### src/rtl/alu_pipe.sv
// alu_pipe: two-stage pipelined signed ALU with valid/ready handshakes.
// S1 registers the operand/opcode bundle, S2 registers the result and flags.
// Optional feature macro: ALU_PIPE_STICKY_OVF_EN adds a sticky overflow flag
// (OvfSticky, cleared by OvfClr). Without it OvfSticky is tied low.
module alu_pipe #(
    parameter int WIDTH = 8
) (
    input  logic             clk,
    input  logic             rst_n,
    input  logic             in_valid,
    output logic             in_ready,
    input  logic [WIDTH-1:0] A,
    input  logic [WIDTH-1:0] B,
    input  logic [2:0]       Operation,
    output logic             out_valid,
    input  logic             out_ready,
    output logic [WIDTH-1:0] Result,
    output logic             Zero,
    output logic             Overflow,
    input  logic             OvfClr,
    output logic             OvfSticky
);

    localparam int MSB = WIDTH - 1;

    logic             s1Valid_q;
    logic [WIDTH-1:0] a_q;
    logic [WIDTH-1:0] b_q;
    logic [2:0]       op_q;

    logic             s2Valid_q;
    logic [WIDTH-1:0] result_q;
    logic             zero_q;
    logic             ovf_q;

    logic             transfer;
    logic             accept;
    logic [WIDTH-1:0] result_d;
    logic             zero_d;
    logic             ovf_d;

    // S1 moves into S2 whenever S2 is empty or is being drained this cycle;
    // a fresh bundle may enter S1 when it is empty or emptying.
    assign transfer = s1Valid_q && (!s2Valid_q || out_ready);
    assign in_ready = !s1Valid_q || transfer;
    assign accept   = in_valid && in_ready;

    // Compute the result and flags from the registered S1 bundle only.
    always_comb begin
        logic [WIDTH-1:0] sum;
        logic [WIDTH-1:0] diff;
        logic             addOvf;
        logic             subOvf;
        sum      = a_q + b_q;
        diff     = a_q - b_q;
        addOvf   = (a_q[MSB] == b_q[MSB]) && (sum[MSB] != a_q[MSB]);
        subOvf   = (a_q[MSB] != b_q[MSB]) && (diff[MSB] != a_q[MSB]);
        result_d = '0;
        ovf_d    = 1'b0;
        case (op_q)
            3'b000: result_d = a_q & b_q;
            3'b001: result_d = a_q | b_q;
            3'b010: begin
                result_d = sum;
                ovf_d    = addOvf;
            end
            3'b011: result_d = ~(a_q & b_q);
            3'b100: result_d = ~(a_q | b_q);
            3'b101: result_d = a_q ^ b_q;
            3'b110: begin
                result_d = diff;
                ovf_d    = subOvf;
            end
            3'b111: begin
                result_d = {{MSB{1'b0}}, diff[MSB] ^ subOvf};
                ovf_d    = subOvf;
            end
            default: begin
                result_d = '0;
                ovf_d    = 1'b0;
            end
        endcase
        zero_d = (result_d == '0);
    end

    // Stage 1: capture an accepted bundle, otherwise empty out on transfer.
    always_ff @(posedge clk or negedge rst_n) begin
        if (!rst_n) begin
            s1Valid_q <= 1'b0;
            a_q       <= '0;
            b_q       <= '0;
            op_q      <= '0;
        end else if (accept) begin
            s1Valid_q <= 1'b1;
            a_q       <= A;
            b_q       <= B;
            op_q      <= Operation;
        end else if (transfer) begin
            s1Valid_q <= 1'b0;
        end
    end

    // Stage 2: load the computed result on transfer, clear after handshake,
    // and otherwise hold so a stalled result stays stable.
    always_ff @(posedge clk or negedge rst_n) begin
        if (!rst_n) begin
            s2Valid_q <= 1'b0;
            result_q  <= '0;
            zero_q    <= 1'b0;
            ovf_q     <= 1'b0;
        end else if (transfer) begin
            s2Valid_q <= 1'b1;
            result_q  <= result_d;
            zero_q    <= zero_d;
            ovf_q     <= ovf_d;
        end else if (s2Valid_q && out_ready) begin
            s2Valid_q <= 1'b0;
        end
    end

    assign out_valid = s2Valid_q;
    assign Result    = result_q;
    assign Zero      = zero_q;
    assign Overflow  = ovf_q;

`ifdef ALU_PIPE_STICKY_OVF_EN
    logic sticky_q;

    // Sticky overflow: set when an overflowing result enters S2; a clear
    // on the same edge loses to the set.
    always_ff @(posedge clk or negedge rst_n) begin
        if (!rst_n) begin
            sticky_q <= 1'b0;
        end else if (transfer && ovf_d) begin
            sticky_q <= 1'b1;
        end else if (OvfClr) begin
            sticky_q <= 1'b0;
        end
    end

    assign OvfSticky = sticky_q;
`else
    logic unusedOvfClr;
    assign unusedOvfClr = OvfClr;
    assign OvfSticky    = 1'b0;
`endif

endmodule
### config.mk
export PLATFORM = sky130hd
export DESIGN_NAME = alu_pipe
export DESIGN_NICKNAME = d
export VERILOG_FILES = /design/src/rtl/alu_pipe.sv
export SDC_FILE = /design/constraint.sdc
export NUM_CORES = 1
export LEC_CHECK = 0
export BUFFER_PORTS_ARGS = -buffer_cell sky130_fd_sc_hd__buf_2
export CORE_ASPECT_RATIO = 1.2
export CORE_MARGIN = 2
export CORE_UTILIZATION = 55
export CTS_BUF_LIST = sky130_fd_sc_hd__clkbuf_8
export DETAILED_ROUTE_END_ITERATION = 16
export GPL_ROUTABILITY_DRIVEN = 0
export MAX_ROUTING_LAYER = met4
export PLACE_DENSITY = 0.8
export SKIP_LAST_GASP = 1
export SLEW_MARGIN = 20
export SYNTH_ARGS = -nofsm -noshare
export SYNTH_HDL_FRONTEND = slang
export SYNTH_SLANG_ARGS = --single-unit
### constraint.sdc
create_clock -name clk -period 5.59 [get_ports clk]
set_clock_uncertainty 0.15 [all_clocks]
set_input_delay 0.2795 -clock clk [delete_from_list [all_inputs] [get_ports clk]]
set_output_delay 0.2795 -clock clk [all_outputs]
set_load 0.05 [all_outputs]
## After elaboration in Yosys (flattened, before gate mapping)

Cells that the tools add are included.
Widths: inputs -> output; s select.

| cells by class | value |
|---|---|
| $add $sub $neg | 2 |
| mux-type cells | 6 |
| eq/ne operators | 11 |
| bitwise operators | 6 |
| reductions and logical operators | 14 |

Operators with widths:

| operator | number |
|---|---|
| $pmux 8 s8 | 1 |
| $not 8->8 | 2 |
| $eq 3x3->1 const B | 4 |
| $add 8x8->8 | 1 |
| $and 8x8->8 | 1 |
| $logic_not 8->1 | 1 |
| $or 8x8->8 | 1 |
| $sub 8x8->8 | 1 |
| $xor 8x8->8 | 1 |
| $eq 3x2->1 const B | 2 |
| $logic_and 1x1->1 | 5 |
| $mux 1 | 4 |
| $reduce_bool 2->1 | 2 |
| $eq 3x1->1 const B | 1 |
| $logic_not 3->1 | 1 |
| $ne 1x1->1 | 3 |
| $logic_not 1->1 | 2 |
| $logic_or 1x1->1 | 2 |
| $pmux 1 s2 | 1 |
| $reduce_or 2->1 | 1 |
| $eq 1x1->1 | 1 |
| $xor 1x1->1 | 1 |

| storage, ports and cells | value |
|---|---|
| logic and storage cells | 47 |
| bits of input ports | 24 |
| register bits after elaboration | 31 |

## Longest topological paths before layout

| logic depth | value |
|---|---|
| word-level depth | 6 |
| gate-level depth with buffers | 14 |

## Worst setup path before layout

Ideal clock, no wire load.

| path | value |
|---|---|
| path type | register to register |
| start | register a_q[1] |
| end | register zero_q (netlist: Zero) |
| library setup time | 104 ps |
| slack | 2371 ps |
| cell stages (with the launch flop) | 15 |
| path buffers | 0 |
| arrival | 2966 ps |
| path through | dfrtp_1 > inv_1 > ha_1 > o21ba_2 > o21bai_1 > a211oi_1 > o21bai_1 > a21oi_1 > fa_1 > nand3_1 > a21oi_1 > a2111oi_4 > nand2_1 > or3_1 > o41ai_2 |

| between the ends | value |
|---|---|
| word-level cells in the longest chain between the ends | 6 |
| elaborated cells between the ends (all ways) | 12 |
| classes of those cells | add/sub (2); eq/ne (1); mux (1); bitwise (6); reduce/logical (2) |

Ends and longest elaborated chain:

| element | RTL line | source |
|---|---|---|
| start: declaration | 27 | `logic [WIDTH-1:0] a_q;` |
| start signal: assignment | 90 | `a_q <= '0;` |
| start signal: assignment | 95 | `a_q <= A;` |
| $sub 8x8->8 | 55 | `diff = a_q - b_q;` |
| $ne 1x1->1 | 57 | `subOvf = (a_q[MSB] != b_q[MSB]) && (diff[MSB] != a_q[MSB]);` |
| $logic_and 1x1->1 | 57 |  |
| $xor 1x1->1 | 75 | `result_d = {{MSB{1'b0}}, diff[MSB] ^ subOvf};` |
| $pmux 8 s8 * | 60 | `case (op_q)` |
| $logic_not 8->1 * | 83 | `zero_d = (result_d == '0);` |
| end signal: assignment | 114 | `zero_q <= zero_d;` |
| end: declaration | 33 | `logic zero_q;` |

Mark *: on every way between the ends. The rest lies on a longest branch, timed or not.
A chain may end at the register's enable or synchronous reset.

## Final worst setup path

Ends and elaborated chain as after synthesis.

==> impl_results.md <==
* Status: finished, final reports clean
* Final hold violations at 0
* VDD IR-drop max at 0.000147 V
* Most common cell in the netlist: dfrtp_1
* CTS sink count at 31
* Crit path launch type: flip-flop
* Synth Register Bits at 31
* Max frequency at 275 MHz
* Largest net degree at the start of global routing at 32
* Vias in the first global route at 1977
* Top FF cell, synth: dfrtp_1
* CTS Root Cell: clkbuf_8
* Iter 0 DRT Violations at 105
* Hold Path Class: input port to flip-flop
* WHS Endpoint: s1Valid_q$_DFFE_PN0P_
* Via/cell ratio at 5.82
* Critical path class: flip-flop to flip-flop
* Vias after detailed routing at 2079
* Ports at 37
* DIE WIDTH at 66.6 um
* Static Leak at 1.34 nW
* Grt total ovfl at 0
* Hold path startpoint: in_valid
* Row count at 27
* Post-layout net count at 348
* Diodes inserted at 0
* Final Routed Wirelength at 5070 um
* Syn nets at 322
* RSZ-0062 raised after global routing: false
* Sw Ratio at 44.6%
* Dpl ws at 1980 ps
* Sequential share of the synthesized area at 30.0%
* DR WL/cell at 14.2 um
* Port-buffer cells at 34
* Cell internal pwr at 0.559 mW
* Post-synth EDFFs at 0
* CTS Buf Count at 5
* Post-synth top area cell: dfrtp_1
* Hold Path Stages at 2
* Net Switching at 0.450 mW
* Reg2Reg Launch Point: a_q[1]$_DFFE_PN0P_
* ANT nets after route at 0
* Hpwl dp at 3720 um
* Sequential Power Share at 31.8%
* # Max-Cap Violations at 0
* Hold buffers post-CTS at 1
* Worst skew pair latency at 280 ps
* Clk pwr share at 16.8%
* First-pass GRT wire length at 8800 um
* Flop-to-flop setup slack at 1950 ps
* Post-synth cell types at 61
* Syn Inst Count at 272
* Most common library cells after synthesis: dfrtp_1 (31), ha_1 (23), mux2_2 (23)
* Ys async rst share at 100%
* DRC at 0
* Top-area cell type share of the netlist area at 30.0%
* Final period util at 65.0%
* Slew Limit Headroom at 41.1%
* Setup crit end kind: flip-flop
* Syn avg cell area at 9.49 um^2
* Initial Util at 56.6%
* Yosys warns at 0
* Final Setup Violations at 0
* First-pass DRT Iterations at 4
* TritonCTS clock tree: yes
* Total Neg Setup Slack at 0 ps
* Final slew viol count at 0
* Fin crit period at 3640 ps
* Chip height at 79.1 um
* Share of cells above drive strength 1 at 25.4%
* Reg2Reg Depth at 14
* Mapped Area at 0.00258 mm^2
* Post-CTS Setup Inserts at 0
* Global Route Usage Sum at 21.9%
* PD cells at 357 mW/mm^2
* CP max FO at 4
* Largest cells by area after synthesis: dfrtp_1 (30%), ha_1 (11%), mux2_2 (10%)
* Area grow syn2layout at 9.35%
* Clock Path Buffers at 2
* Slew at the pin closest to its max-slew limit at 881 ps
* Worst setup margin at 1950 ps
* FF-to-FF End: Zero$_DFFE_PN0P_
* Worst path required time at 5630 ps
* Filler instances at 407
* Initial antenna violation count at 0
* DIE AREA at 0.00526 mm^2
* Post-cts sizing count at 0
* Core ar. at 0.00456 mm^2
* Arrival time worst endpoint at 3670 ps
* # H-tree levels at 2
* Gate power share at 51.5%
* CTS clock-pin slew for the worst setup and hold paths at 70 ps
==> how the worst max path moves through the flow <==
| stage | to | from | slack, ps |
|---|---|---|---|
| 3_3_place_gp | Zero$_DFFE_PN0P_ | a_q[1]$_DFFE_PN0P_ | 2030 |
| 2_1_floorplan | Zero$_DFFE_PN0P_ | a_q[1]$_DFFE_PN0P_ | 2370 |
| 4_1_cts | Zero$_DFFE_PN0P_ | a_q[1]$_DFFE_PN0P_ | 1960 |
| 3_5_place_dp | Zero$_DFFE_PN0P_ | a_q[1]$_DFFE_PN0P_ | 1980 |
| 6_report | Zero$_DFFE_PN0P_ | a_q[1]$_DFFE_PN0P_ | 1950 |
| 5_1_grt | Zero$_DFFE_PN0P_ | a_q[1]$_DFFE_PN0P_ | 1660 |
==> metal layers <==
layer | global-route usage [%] | wire [um] | up-vias
li1 | - | - | 1018
met4 | 9.80 | 124 | 0
met5 | - | 0 | -
met3 | 3.68 | 282 | 11
met2 | 34.7 | 2460 | 70
met1 | 27.4 | 2200 | 980
==> placed cells by master, fill, tap and decap left out, types with 3 or more instances in the layout <==
cell      count
mux2_2       23
nor3_1        3
inv_1        22
o22a_1        4
buf_2        34
clkinv_2      3
ha_1         23
xnor2_1       3
nor2b_1       4
a21oi_1      14
nand2b_1      6
dfrtp_1      31
a221oi_1      4
nor2_1       19
o31ai_1       3
o21ai_0       6
nand3b_1      4
o21bai_1      3
a31oi_1       7
fa_1          3
mux2i_1       3
clkbuf_8      5
nand2_1      20
and3_1        3
==> critical path: stages, from the launching register on <==
cell       delay, ps
dfrtp_1          400
inv_1            130
ha_1             350
o21ba_2          240
o21bai_1         270
a211oi_1         130
o21bai_1         150
a21oi_1          110
fa_1             380
nand3_1          100
a21oi_1          120
a2111oi_4        360
nand2_1           90
or3_1            380
o41ai_2          200
==> layout make-up <==
| cell class | instances | area (um^2) | share of cell area, % |
|---|---|---|---|
| well taps | 58 | 72.6 | 2.57 |
| multi-input cells | 201 | 1620 | 57.3 |
| clock inverters | 3 | 15.0 | 0.532 |
| clock buffers | 5 | 68.8 | 2.44 |
| flip-flops and latches | 31 | 776 | 27.5 |
| repair buffers | 36 | 188 | 6.65 |
| inverters | 23 | 86.3 | 3.06 |
==> per-stage QoR <==
stage                     hold slack [ps]  power (mW)  util [%]  instance area (um^2)  instances
final                                59.9        1.01      61.9                  2820        357
after global routing                 65.4        1.09      61.9                  2820        357
after CTS                            56.9        1.01      61.9                  2820        357
after detailed placement              222       0.841      59.9                  2730        348
after global placement                210       0.830      59.9                  2730        348
after floorplan                      -166       0.742         -                  2580        272
==> power groups by stage <==
stage / logic, mW / registers, mW / clock network, mW
after detailed placement: 0.516 / 0.325 / 0
after CTS: 0.519 / 0.321 / 0.175
final: 0.519 / 0.321 / 0.169
after global placement: 0.507 / 0.322 / 0
after floorplan: 0.341 / 0.401 / 0
after global routing: 0.575 / 0.329 / 0.185
==> flip-flops by register name (all words and copies together), names as in the netlist <==
signal,cells
Result,8
s1Valid_q,1
out_valid,1
Overflow,1
Zero,1
op_q,3
a_q,8
b_q,8
==> logic make-up (layout without fill, tap and decap cells) <==
| group | Yosys count | in the layout | synth area share [%] |
|---|---|---|---|
| simple gates | 74 | 74 | 15.1 |
| compound gates | 70 | 70 | 20.7 |
| buf+inv | 40 | 67 | 7.32 |
| flops | 31 | 31 | 30.0 |
| mux | 27 | 27 | 12.2 |
| fa+ha+maj | 26 | 26 | 13.5 |
| xor+xnor | 3 | 3 | 1.02 |
| other cells | 1 | 1 | 0.145 |
No activity file was read; power rests on OpenSTA's default activity.
